===== src/rtl/ascii2score_parser_if.sv =====
// Character-in / score-out handshake bundle for ascii2score_parser.
// master: the character source and score consumer side.
// slave:  the parser itself.
interface ascii2score_parser_if;
  logic [6:0] ascii_in;
  logic       ascii_valid;
  logic       ascii_ready;
  logic [6:0] score;
  logic       score_valid;
  logic       score_ready;
  logic       error;

  modport master (
    output ascii_in, ascii_valid, score_ready,
    input  ascii_ready, score, score_valid, error
  );

  modport slave (
    input  ascii_in, ascii_valid, score_ready,
    output ascii_ready, score, score_valid, error
  );
endinterface


===== src/rtl/ascii2score_parser.sv =====
// ascii2score_parser: turns a frame of up to two ASCII digits followed by
// TERM_CHAR into a binary score 0..99 on a valid/ready output.
// Malformed frames (empty, non-digit, three or more digits) produce a
// one-cycle error pulse after their terminator and no score.
// Optional feature macro: ASCII2SCORE_SPACE_SKIP_EN -- when defined, spaces
// received between frames (in IDLE) are dropped instead of spoiling the frame.
module ascii2score_parser #(
  parameter logic [6:0] TERM_CHAR = 7'h0D
) (
  input  logic                  clk,
  input  logic                  rst,
  ascii2score_parser_if.slave   bus
);

  typedef enum logic [2:0] {
    S_IDLE = 3'd0,
    S_ONE  = 3'd1,
    S_TWO  = 3'd2,
    S_SKIP = 3'd3,
    S_DONE = 3'd4
  } state_t;

  localparam logic [6:0] CH_0     = 7'h30;
  localparam logic [6:0] CH_9     = 7'h39;
  localparam logic [6:0] CH_SPACE = 7'h20;

  state_t     state, state_nxt;
  logic [6:0] acc, acc_nxt;
  logic [6:0] score_q, score_nxt;
  logic       err_q, err_nxt;

  logic       xfer;
  logic       is_digit;
  logic       is_term;
  logic [6:0] dval;
  logic [6:0] acc_mac;

  // Character classification and the decimal shift-in; acc is at most 9
  // whenever acc_mac is used, so the result stays within 99.
  always_comb begin
    is_digit = (bus.ascii_in >= CH_0) && (bus.ascii_in <= CH_9);
    is_term  = (bus.ascii_in == TERM_CHAR);
    dval     = bus.ascii_in - CH_0;
    acc_mac  = (acc << 3) + (acc << 1) + dval;
  end

  // Handshake outputs come straight from the state register.
  assign bus.ascii_ready = (state != S_DONE);
  assign bus.score_valid = (state == S_DONE);
  assign bus.score       = score_q;
  assign bus.error       = err_q;
  assign xfer            = bus.ascii_valid && bus.ascii_ready;

  // Next-state logic: only an accepted character (or a consumed score)
  // moves the machine.
  always_comb begin
    state_nxt = state;
    acc_nxt   = acc;
    score_nxt = score_q;
    err_nxt   = 1'b0;
    case (state)
      S_IDLE: begin
        if (xfer) begin
          if (is_digit) begin
            acc_nxt   = dval;
            state_nxt = S_ONE;
          end else if (is_term) begin
            err_nxt   = 1'b1;                 // empty frame
          end
`ifdef ASCII2SCORE_SPACE_SKIP_EN
          else if (bus.ascii_in == CH_SPACE) begin
            state_nxt = S_IDLE;               // leading padding is dropped
          end
`endif
          else begin
            state_nxt = S_SKIP;
          end
        end
      end
      S_ONE: begin
        if (xfer) begin
          if (is_digit) begin
            acc_nxt   = acc_mac;
            state_nxt = S_TWO;
          end else if (is_term) begin
            score_nxt = acc;
            state_nxt = S_DONE;
          end else begin
            state_nxt = S_SKIP;
          end
        end
      end
      S_TWO: begin
        if (xfer) begin
          if (is_term) begin
            score_nxt = acc;
            state_nxt = S_DONE;
          end else begin
            state_nxt = S_SKIP;               // third digit or junk
          end
        end
      end
      S_SKIP: begin
        if (xfer && is_term) begin
          err_nxt   = 1'b1;
          state_nxt = S_IDLE;
        end
      end
      S_DONE: begin
        if (bus.score_ready) begin
          acc_nxt   = '0;
          state_nxt = S_IDLE;
        end
      end
      default: begin
        state_nxt = S_IDLE;
        acc_nxt   = '0;
      end
    endcase
  end

  // State, accumulator, result and error-pulse registers.
  always_ff @(posedge clk or negedge rst) begin
    if (!rst) begin
      state   <= S_IDLE;
      acc     <= '0;
      score_q <= '0;
      err_q   <= 1'b0;
    end else begin
      state   <= state_nxt;
      acc     <= acc_nxt;
      score_q <= score_nxt;
      err_q   <= err_nxt;
    end
  end

endmodule


===== src/flat_wrapper.sv =====
// flat-port wrapper written by rule: the top's interface ports become plain ports
module ascii2score_parser_flat 
#(
  parameter logic [6:0] TERM_CHAR = 7'h0D
)
  (clk, rst, bus_ascii_in, bus_ascii_valid, bus_score_ready, bus_ascii_ready, bus_score, bus_score_valid, bus_error);
  ascii2score_parser_if bus_i ();
  input  logic clk;
  input  logic rst;
  input wire logic [$bits(bus_i.ascii_in)-1:0] bus_ascii_in;
  input wire logic [$bits(bus_i.ascii_valid)-1:0] bus_ascii_valid;
  input wire logic [$bits(bus_i.score_ready)-1:0] bus_score_ready;
  output wire logic [$bits(bus_i.ascii_ready)-1:0] bus_ascii_ready;
  output wire logic [$bits(bus_i.score)-1:0] bus_score;
  output wire logic [$bits(bus_i.score_valid)-1:0] bus_score_valid;
  output wire logic [$bits(bus_i.error)-1:0] bus_error;
  assign bus_i.ascii_in = bus_ascii_in;
  assign bus_i.ascii_valid = bus_ascii_valid;
  assign bus_i.score_ready = bus_score_ready;
  assign bus_ascii_ready = bus_i.ascii_ready;
  assign bus_score = bus_i.score;
  assign bus_score_valid = bus_i.score_valid;
  assign bus_error = bus_i.error;
  ascii2score_parser #(.TERM_CHAR(TERM_CHAR)) u_core (.clk(clk), .rst(rst), .bus(bus_i));
endmodule

===== config.mk =====
export PLATFORM = sky130hd
export DESIGN_NAME = ascii2score_parser_flat
export DESIGN_NICKNAME = d
export VERILOG_FILES = /design/src/rtl/ascii2score_parser_if.sv /design/src/rtl/ascii2score_parser.sv /design/src/flat_wrapper.sv
export SDC_FILE = /design/constraint.sdc
export NUM_CORES = 1
export LEC_CHECK = 0
export ABC_AREA = 1
export CAP_MARGIN = 10
export CORE_MARGIN = 2
export CORE_UTILIZATION = 50
export DETAILED_ROUTE_END_ITERATION = 16
export GPL_TIMING_DRIVEN = 1
export HOLD_SLACK_MARGIN = 0.12
export PLACE_DENSITY = 0.8
export RECOVER_POWER = 50
export REMOVE_ABC_BUFFERS = 1
export SLEW_MARGIN = 25
export SYNTH_ARGS = -nofsm -noshare
export SYNTH_HDL_FRONTEND = slang
export SYNTH_SLANG_ARGS = --single-unit
export TNS_END_PERCENT = 20

===== constraint.sdc =====
create_clock -name clk -period 2.5 [get_ports clk]
set_input_delay 0.375 -clock clk [delete_from_list [all_inputs] [get_ports clk]]
set_output_delay 0.375 -clock clk [all_outputs]
set_load 0.005 [all_outputs]

== Yosys cells after proc, flatten, opt, wreduce, memory -nomap -nowiden ==
Cells that the tools add are included.
Cells by class
  add/subtract/negate cells: 3
  magnitude comparators: 2
  equality and inequality tests: 15
  muxes and demuxes: 26
  bitwise logic cells: 1
  reductions and logical operators: 9
Operator list (number)
  $mux W7: 9
  $pmux W7 S4: 1
  $mux W3: 9
  $pmux W3 S5: 1
  $add A7 B7 Y7: 2
  $pmux W7 S2: 1
  $ne A2 B1 Y1 const B: 6
  $reduce_and A6 Y1: 2
  $eq A7 B4 Y1 const B: 1
  $ge A7 B6 Y1 const B: 1
  $le A7 B6 Y1 const B: 1
  $sub A7 B6 Y7 const B: 1
  $eq A3 B2 Y1 const B: 2
  $mux W1: 4
  $ne A2 B2 Y1 const B: 2
  $reduce_and A4 Y1: 1
  $eq A3 B1 Y1 const B: 1
  $eq A3 B3 Y1 const B: 1
  $logic_and A1 B1 Y1: 3
  $logic_not A3 Y1: 1
  $ne A3 B2 Y1 const B: 1
  $ne A3 B3 Y1 const B: 1
  $pmux W1 S2: 1
  $reduce_bool A2 Y1: 1
  other kinds (2): 2
Storage, ports and cells
  flip-flop bits (word level): 18
  output and inout bits: 10

== Depth between registers and ports, before layout ==
Gate-level depths: netlist of run 1.
  word-level depth: 5
  depth in mapped cells: 14
  mapped depth without buffers: 14

== Worst setup path before layout of run 1 ==
OpenSTA, ideal clock, no wires.
  kind: input -> register
  from: in bus_ascii_in[3]
  to: reg u_core.acc[4]
  arrival time: 1975 ps
  path slack: 408 ps
  stages on the path: 9
  buffers on the path: 0
  cells stage by stage: inv_1 -> fa_1 -> inv_1 -> fa_1 -> or2_2 -> nand3_1 -> o21ai_0 -> nand4_1 -> nand2_1
On the way
  longest elaborated chain between the ends: 5
  elaborated cells between the ends (all ways): 13
  those cells by class: add/sub (2); order compare (2); eq/ne (2); mux (5); reduce/logical (2)
RTL lines
  start, declared: line flat_wrapper.sv:10  | input wire logic [$bits(bus_i.ascii_in)-1:0] bus_ascii_in;
  $sub A7 B6 Y7: line ascii2score_parser.sv:43  | dval = bus.ascii_in - CH_0;
  $add A7 B7 Y7: line ascii2score_parser.sv:44  | acc_mac = (acc << 3) + (acc << 1) + dval;
  $mux W7: line ascii2score_parser.sv:82  | if (is_digit) begin
  $mux W7: line ascii2score_parser.sv:81  | if (xfer) begin
  $pmux W7 S4: line ascii2score_parser.sv:61  | case (state)
  end signal, assigned: line ascii2score_parser.sv:131  | acc <= acc_nxt;
  end, declared: line ascii2score_parser.sv:28  | logic [6:0] acc, acc_nxt;
Several ways; a longest one is shown, not always the timed one. The select of a mux whose other input is x is not followed.
A chain may end at the register's enable or synchronous reset.

== Worst setup path in the final report of run 1 ==
  from: in bus_ascii_in[4]
  to: reg u_core.acc[6]
Same word-level chain as after synthesis.

==> results.cfg, run 1 <==
[sta]
drv_slew = 0
fin_crit_sh = 0.9378
min_period_ns = 2.344
rsz0062_at_grt = no
holdWs_ns = 0.4683
fin_skew_ns = 0.01146
setup_viol = 0
hold_viol = 0
max_freq_mhz = 426.5
max_slew_margin = 0.4685
tightest_slew_ns = 0.7946

[detailed_routing]
finalWirelength_mm = 2.913
vias = 1294
drc_errors = 0
drt_pass1_iterations = 4
first_iter_violations = 43
vias_per_cell = 5.075
antenna_left = 0
wl_per_cell_um = 11.42

[setup_path]
regToRegStartpoint = u_core.acc[0]
required_ns = 2.70
arrival_ns = 2.54
critPathLaunchType = primary input
crit_path_frequent_cell = nand2_1
critical_path_class = in2reg
path_cells = clkdlybuf4s50_1 -> inv_1 -> ha_1 -> inv_1 -> fa_1 -> inv_1 -> ha_1 -> nand2_1 -> nand2_1 -> inv_1 -> nand2_1 -> nand3_1 -> nand2_1 -> nand2_1 -> nand2_1
slowest_stage = clkdlybuf4s50_1
cp_slowest_stage_delay_ns = 0.47
path_max_fanout = 3
worstSetupStartpoint = bus_ascii_in[4]
worstSetupEndpointType = register

[synthesis]
syn_area_um2 = 1483
synth_top_cell_by_area = dfrtp_1
synth_top_cell_area_share = 0.3038
synthAdderAreaFrac = 0.1300
synth_area_leaders = dfrtp_1, nand2_1, ha_1, inv_1, fa_1
synth_cell_types = 27
postSynthAreaPerCell_um2 = 7.682
synth_seq_area_share = 0.3038
muxShareOfSynthArea = 0
synth_compound_area_frac = 0.06751
synth-simple-area-share = 0.3848
synth_xor_area_frac = 0.01772
ys_ff_latch = 18
yosys_warnings = 0
synth_top_family_by_area = simple AND/OR/NAND/NOR gates
syn_inst = 193

[clock_tree]
clk_pin_slew_ns = 0.11
cts_tree = yes
root_buffer = clkbuf_4
cts.sinks = 18
cts_hold_buf = 0
cts_buffers = 3
cts.path.max_buffers = 2
insertion_delay_ns = 0.29
htree_levels = 1
cts_setup_buffers = 0

[global_route]
track_usage = 0.1957
grt_max_degree = 19
grt.overflow.total = 0
grt_pass1_vias = 1211
antenna_found_initial = 0
grt_pass1_wl_mm = 5.112

[power_and_ir_drop]
p_leak_nw = 0.9830
vdd_ir_drop_max_mv = 0.8329
power.density_nw_per_um2 = 888.0

[layout]
final_nets = 249
final_cells = 255
fill_cells = 244
area_delta_synth_final_pct = 21.60
utilization = 0.6482
drive_gt1_frac = 0.2232
diodes = 0

[outcome]
status = completed

[placement]
place_inst = 251
io_buffers = 20
dp_hpwl_mm = 2.384
gp_congestion = 0.8924

[die]
core_area_um2 = 2781
fp.dieW_um = 58.46
die_h_um = 58.46
std_cell_rows = 19
io_pins = 21
initial_core_util = 0.5331
design.die.area_um2 = 3417

[worst_hold_path]
min_from = u_core.bus.score[5]
min_path_type = reg2reg

[run]
maxCapViolations = 0
[what timing repair did]
| item | in CTS | in global routing |
|---|---|---|
| endpoints found under the hold margin | 0 | 0 |
| endpoints found under the setup margin | 0 | 1 |
| gates resized for setup | 0 | 1 |
[critical path: cells and delay by family]
family	cells	cell delay [ns]
buf+inv	5	0.66
simple gates	7	0.42
fa+ha+maj	3	1.08
[flip-flops by register name, indices dropped and copies added, names as in the netlist]
signal and flops:
u_core.acc 7, u_core.bus.score 7, u_core.state 3, u_core.bus.error 1
[power by group]
group	switching, mW	internal [mW]	leakage (nW)
combinational	0.612	0.382	0.721
clock	0.0874	0.0886	0.0210
sequential	0.0729	0.358	0.241
total	0.772	0.829	0.983
[path summary, 6_finish.rpt]
kind,to,slack (ns),depth (start not counted)
worst max-delay path,u_core.acc[6],0.16,15
worst min-delay path,u_core.bus.score[5],0.47,2
worst max register to register,u_core.acc[4],0.33,9
worst min register to register,u_core.bus.score[5],0.47,2
max in group asynchronous,u_core.bus.score[6],1.40,1
min in group asynchronous,u_core.acc[0],0.60,1
[layout by cell type (no fill, tap or decap), types with 2 or more instances in the layout]
cell / netlist / routed
buf_4: 0 / 8
xnor2_1: 2 / 2
nor2_2: 6 / 5
nand4_1: 6 / 6
nor2_8: 2 / 2
a21oi_1: 2 / 2
ha_1: 9 / 9
nand2_4: 2 / 2
fa_1: 4 / 3
nor2_1: 5 / 6
o21ai_0: 2 / 2
clkbuf_4: 0 / 3
dfrtp_1: 18 / 18
clkdlybuf4s50_1: 0 / 15
nand2_2: 10 / 10
dlygate4sd3_1: 0 / 5
inv_1: 26 / 26
o21ai_2: 5 / 5
nand3_1: 10 / 10
o21a_1: 2 / 2
nand2_1: 65 / 65
inv_2: 8 / 8
[through the flow]
stage	setup WS (ns)	power [mW]	instance area, µm²	setup TNS, ns
6_report	0.1556	1.601	1803	0
5_1_grt	0.02804	1.771	1803	0
3_3_place_gp	-0.1933	1.399	1767	-0.4411
3_5_place_dp	-0.2011	1.427	1767	-0.5238
2_1_floorplan	0.4085	1.179	1468	0
4_1_cts	0.1043	1.604	1803	0
[logic make-up (layout without fill, tap and decap cells)]
| logic type | after synthesis | count (layout) |
|---|---|---|
| and+or+nand+nor | 111 | 111 |
| xor gates and xnor gates | 3 | 3 |
| adders and majority gates | 13 | 13 |
| DFF | 18 | 18 |
| AOI/OAI and AO/OA | 13 | 13 |
| buffers and inverters | 35 | 66 |
[layer usage]
layer / GRT usage / wire length [µm] / vias to the layer above
met2: 0.3323 / 1374 / 33
li1: - / - / 664
met4: 0.06312 / 23 / 0
met3: 0.01978 / 100 / 2
met5: 0 / 0 / -
met1: 0.2623 / 1416 / 595
[synth_stat cells, drive strengths merged]
cell type	instances
inv	34
nand3	12
nand2	77
xor2	1
nand3b	1
o21ai	9
nor2	13
o21a	2
nand4	6
buf	1
a21oi	2
nor3	1
ha	9
fa	4
xnor2	2
or2	1
dfrtp	18
[cell type report]
class | count | area (µm²) | share of cell area
well taps | 31 | 38.79 | 0.02151
clock buffers | 4 | 36.28 | 0.02012
inverters | 34 | 127.6 | 0.07078
repair buffers | 28 | 260.3 | 0.1443
multi-input cells | 140 | 889.6 | 0.4934
flip-flops and latches | 18 | 450.4 | 0.2498
Power figures use the tool's default switching activity.
==> run 2: changes to the inputs <==
Settings changed: CORE_ASPECT_RATIO from default to 1.4.
==> run 2 against run 1 <==
  * Combinational power increased by 4%
  * Worst hold slack improved by 0.0026 ns
  * Non-clock buffer count increased by 1
  * Via count decreased by 1.9%
  * Sequential power about the same
  * First-iteration DRC count decreased by 33%
  * Register-to-register slack about the same
  * Critical path depth decreased by 5
  * Sequential share of layout area decreased by 0.66 points
  * Clock-buffer cell count unchanged
  * Sequential cell count unchanged
  * Critical path type unchanged
==> results.cfg, run 2 (same netlist as run 1, synthesis figures left out) <==
[outcome]
status = completed

[clock_tree]
clk_pin_slew_ns = 0.07
cts_buffers = 3
htree_levels = 1
cts.sinks = 18
insertion_delay_ns = 0.25
cts_tree = yes
cts_hold_buf = 0
cts.path.max_buffers = 2
root_buffer = clkbuf_8

[placement]
dp_hpwl_mm = 2.494
gp_congestion = 0.8046
io_buffers = 20
place_inst = 258

[setup_path]
critPathLaunchType = primary input
arrival_ns = 2.52
r2r_setup_slack_ns = 0.33
required_ns = 2.65
worstSetupEndpointType = register
path_max_fanout = 2
critical_path_class = in2reg
worstRegToRegCells = 9
worstSetupStartpoint = bus_ascii_in[3]
endpoint = u_core.acc[4]
rr_endpoint = u_core.acc[4]
regToRegStartpoint = u_core.acc[0]

[layout]
drive_gt1_frac = 0.2400
area_delta_synth_final_pct = 24.89
layout_common_cells = nand2_1, inv_1, dfrtp_1, clkdlybuf4s50_1
final_cells = 262
diodes = 0
final_common_cell = nand2_1
final_nets = 250

[run]
maxCapViolations = 0

[detailed_routing]
vias = 1269
vias_per_cell = 4.844
finalWirelength_mm = 3.097
antenna_left = 0
wl_per_cell_um = 11.82
first_iter_violations = 29
drt_pass1_iterations = 4
drc_errors = 0

[die]
initial_core_util = 0.5204
die_h_um = 68.43
io_pins = 21
core_area_um2 = 2849
design.die.area_um2 = 3423
fp.dieW_um = 50.02
std_cell_rows = 23

[sta]
rsz0062_at_grt = no
tightest_slew_ns = 0.8432
min_period_ns = 2.372
drv_slew = 0
max_slew_margin = 0.4360
fin_crit_sh = 0.9490
setup_viol = 0
max_freq_mhz = 421.5
hold_viol = 0
fin_skew_ns = 0.004642

[global_route]
grt_pass1_vias = 1231
track_usage = 0.2113
grt_pass1_wl_mm = 5.382
grt.overflow.total = 0
grt_max_degree = 19
antenna_found_initial = 0

[power_and_ir_drop]
vdd_ir_drop_max_mv = 0.6811
seqPwrFrac = 0.254
swShare = 0.4670
p_switching_uw = 789.5
p_int_uw = 901.1
power.density_nw_per_um2 = 912.9
combPwrFrac = 0.607
p_leak_nw = 0.9937
total_power_mw = 1.691
p_clk_frac = 0.139

[worst_hold_path]
min_path_type = reg2reg
[run 2: how the worst min path moves through the flow]
stage | from | to | slack [ns] | cells past startpoint
final | u_core.bus.score[5] | u_core.bus.score[5] | 0.47 | 2
after global routing | u_core.bus.score[6] | u_core.bus.score[6] | 0.50 | 2
after CTS | u_core.bus.score[5] | u_core.bus.score[5] | 0.48 | 2
after detailed placement | u_core.bus.score[5] | u_core.bus.score[5] | 0.46 | 2
after global placement | u_core.acc[4] | u_core.acc[4] | 0.46 | 2
after floorplan | rst | u_core.acc[0] | 0.08 | 0
[run 2: power by group through the flow]
| stage | registers [mW] | logic [mW] | clock network [mW] |
|---|---|---|---|
| 2_1_floorplan | 0.417 | 0.762 | 0 |
| 3_3_place_gp | 0.430 | 0.969 | 0 |
| 3_5_place_dp | 0.433 | 1.00 | 0 |
| 4_1_cts | 0.429 | 1.01 | 0.242 |
| 5_1_grt | 0.437 | 1.17 | 0.254 |
| 6_report | 0.429 | 1.03 | 0.235 |
[run 2: metrics by stage]
step                      cell area, µm²  utilization  hold slack (ns)  setup TNS, ns  setup slack, ns
after floorplan                     1468            -          0.07941              0           0.4085
after global placement              1782       0.6254           0.4556        -0.4201          -0.1710
after detailed placement            1782       0.6254           0.4618        -0.5780          -0.2245
after CTS                           1837       0.6447           0.4792              0          0.05334
after global routing                1852       0.6500           0.4975              0         0.003990
final                               1852       0.6500           0.4708              0           0.1275
[run 2: worst max-delay path, stage by stage]
cell             delay (ns)
clkdlybuf4s50_1        0.49
inv_2                  0.06
fa_1                   0.53
inv_1                  0.07
fa_2                   0.39
or2_2                  0.28
nand3_1                0.08
o21ai_0                0.09
nand4_1                0.09
nand2_1                0.06
[run 2: routing by layer]
metal / track usage / part of all wire / wire, µm
met5: 0 / 0 / 0
met4: 0.04514 / 0 / 0
met3: 0.03930 / 0.031 / 97
met2: 0.3980 / 0.56 / 1721
met1: 0.2469 / 0.41 / 1278
[run 2: area by class of cell]
| type | count | area (µm²) |
|---|---|---|
| Timing Repair Buffer | 29 | 267.8 |
| Tap cell | 37 | 46.29 |
| Fill cell | 258 | 997.2 |
| Clock buffer | 4 | 55.05 |
| Inverter | 34 | 127.6 |
| Sequential cell | 18 | 450.4 |
| Multi-Input combinational cell | 140 | 904.6 |
[run 2: repair_timing]
action / in CTS / in global routing
resized for setup: 0 / 3
setup endpoints to repair: 0 / 2
buffers inserted: 0 / 0
==> run 3: changes to the inputs <==
Settings changed: ABC_AREA 1 to default, PLACE_DENSITY 0.8 to 0.82, SETUP_SLACK_MARGIN from default to 0.02, SLEW_MARGIN 25 to 20.
==> run 3 against run 2 <==
  * Clock skew decreased by 0.0018 ns
  * Sequential cell count unchanged
  * First-iteration DRC count up 10%
  * Setup slack better by 0.0030 ns
  * Total power fell by 56%
  * Critical path type is now reg2reg
  * Critical endpoint is now u_core.acc[6]
  * Largest cell class unchanged
  * Highest routed layer is now met4
==> results.cfg, run 3 <==
[outcome]
status = completed

[setup_path]
regToRegStartpoint = u_core.acc[0]
r2r_setup_slack_ns = 0.13
required_ns = 2.72
crit_path_frequent_cell = inv_1
arrival_ns = 2.59
cp_slowest_stage_delay_ns = 0.50
slowest_stage = fa_1
path_cells = inv_1 -> fa_1 -> inv_1 -> fa_2 -> a21o_1 -> a21oi_2 -> xnor2_1 -> or3_1 -> a31oi_1
critPathTopFamily = adder cells
critical_path_class = reg2reg
path_max_fanout = 2
worstRegToRegCells = 9
rr_endpoint = u_core.acc[6]
worst-path-buf-inv = 2
worstSetupEndpointType = register
critPathLaunchType = register

[worst_hold_path]
min_to = u_core.bus.score[1]
min_from = u_core.bus.score[1]
whs_path_depth = 1
min_path_type = reg2reg

[die]
io_pins = 21
initial_core_util = 0.5228
design.die.area_um2 = 2921
core_area_um2 = 2391
fp.dieW_um = 46.26
die_h_um = 63.16
std_cell_rows = 21

[sta]
max_slew_margin = 0.4774
hold_viol = 0
min_period_ns = 2.369
setup_viol = 0
rsz0062_at_grt = no
max_freq_mhz = 422.0
holdWs_ns = 0.4978
drv_slew = 0
tightest_slew_ns = 0.7813
tns_ns = 0
setup_ws_ns = 0.1305
fin_skew_ns = 0.002843
fin_crit_sh = 0.9478

[global_route]
grt_max_degree = 19
track_usage = 0.2215
grt_pass1_vias = 1130
antenna_found_initial = 0
grt_pass1_wl_mm = 4.726
grt.overflow.total = 0

[synthesis]
synth_area_leaders = dfrtp_1, ha_1, mux2_2, fa_1, inv_1
synth_top_cell_area_share = 0.3604
syn_inst = 126
ys_ff_latch = 18
syn_area_um2 = 1250
postSynthAreaPerCell_um2 = 9.920
synth-edff-count = 0
synth_top_cell_by_area = dfrtp_1
yosys_warnings = 0
synth_seq_area_share = 0.3604
async_flop_share = 1.000
synth_commonest_cells = dfrtp_1, inv_1, nand2_1, ha_1, mux2_2
ys.flop_type = dfrtp_1
synth_cell_types = 35

[detailed_routing]
vias_per_cell = 5.402
wl_per_cell_um = 13.78
drc_errors = 0
drt_pass1_iterations = 4
antenna_left = 0
finalWirelength_mm = 2.674
first_iter_violations = 32
vias = 1048

[power_and_ir_drop]
vdd_ir_drop_max_mv = 0.3628
p_leak_nw = 0.8072
power.density_nw_per_um2 = 442.0
total_power_uw = 737.2

[clock_tree]
insertion_delay_ns = 0.30
root_buffer = clkbuf_4
cts_setup_buffers = 0
cts_buffers = 3
cts_tree = yes
cts.path.max_buffers = 2
clk_pin_slew_ns = 0.10
htree_levels = 1
cts.sinks = 18

[placement]
io_buffers = 20
dpl_cell_area_um2 = 1582
place_inst = 190
dp_hpwl_mm = 2.166
gp_congestion = 0.8975
dp_slack_ns = -0.4739

[run]
maxCapViolations = 0

[layout]
final_nets = 185
utilization = 0.6975
diodes = 0
stdcell_area_um2 = 1668
final_common_cell = dfrtp_1
drive_gt1_frac = 0.2438
final_cells = 194
area_delta_synth_final_pct = 33.43
layout_common_cells = dfrtp_1, inv_1, buf_4, nand2_1, clkdlybuf4s50_1
fill_cells = 177
==> run 3: cell count changes in the layout (fill, tap and decap cells not counted), moves of 8 or more <==
cell / previous run / this run
nand2_1: 65 / 12
inv_1: 25 / 15
nand2_2: 10 / 0
nand3_1: 10 / 0
mux2_2: 0 / 8
==> run 3: cell type report <==
| cell class | instances | area (µm²) | area share |
|---|---|---|---|
| multi-input combinational | 86 | 765.7 | 0.4591 |
| sequential | 18 | 450.4 | 0.2701 |
| timing repair buffer | 34 | 305.3 | 0.1830 |
| inverter | 18 | 67.56 | 0.04051 |
| tap | 34 | 42.54 | 0.02551 |
| clock buffer | 4 | 36.28 | 0.02176 |
==> run 3: worst max path at each step <==
stage               startpoint             to  depth (start not counted)
2_1_floorplan  bus_ascii_in[3]  u_core.acc[6]                          9
3_3_place_gp   bus_ascii_in[3]  u_core.acc[6]                         10
3_5_place_dp   bus_ascii_in[3]  u_core.acc[6]                         10
4_1_cts          u_core.acc[0]  u_core.acc[5]                         10
5_1_grt          u_core.acc[0]  u_core.acc[6]                          9
6_report         u_core.acc[0]  u_core.acc[6]                          9
==> run 3: power by group <==
group,switching [mW],internal (mW)
clock,0.0902,0.0889
combinational,0.118,0.134
sequential,0.00658,0.299
==> run 3: per-layer routing <==
| metal | part of all wire | vias to the layer above | track usage | routed length [µm] |
|---|---|---|---|---|
| li1 | - | 507 | - | - |
| met1 | 0.40 | 512 | 0.2583 | 1072 |
| met2 | 0.55 | 22 | 0.3698 | 1465 |
| met3 | 0.020 | 7 | 0.02865 | 53 |
| met4 | 0.031 | 0 | 0.1214 | 82 |
| met5 | 0 | - | 0 | 0 |
==> run 3: timing repair <==
action / CTS / global route
resized for setup: 14 / 0
hold buffers: 0 / 0
setup endpoints to repair: 2 / 1
cloned: 0 / 0
pin swaps: 4 / 1
==> run 3: kinds of logic (layout without fill, tap and decap cells) <==
kind of cell	Yosys count	after routing	synth area share
adders and majority gates	13	13	0.1542
DFF	18	18	0.3604
muxes	10	10	0.08909
AOI/OAI and AO/OA	25	25	0.1461
buffers and inverters	22	56	0.06706
xor gates and xnor gates	5	5	0.03503
and+or+nand+nor	33	33	0.1481
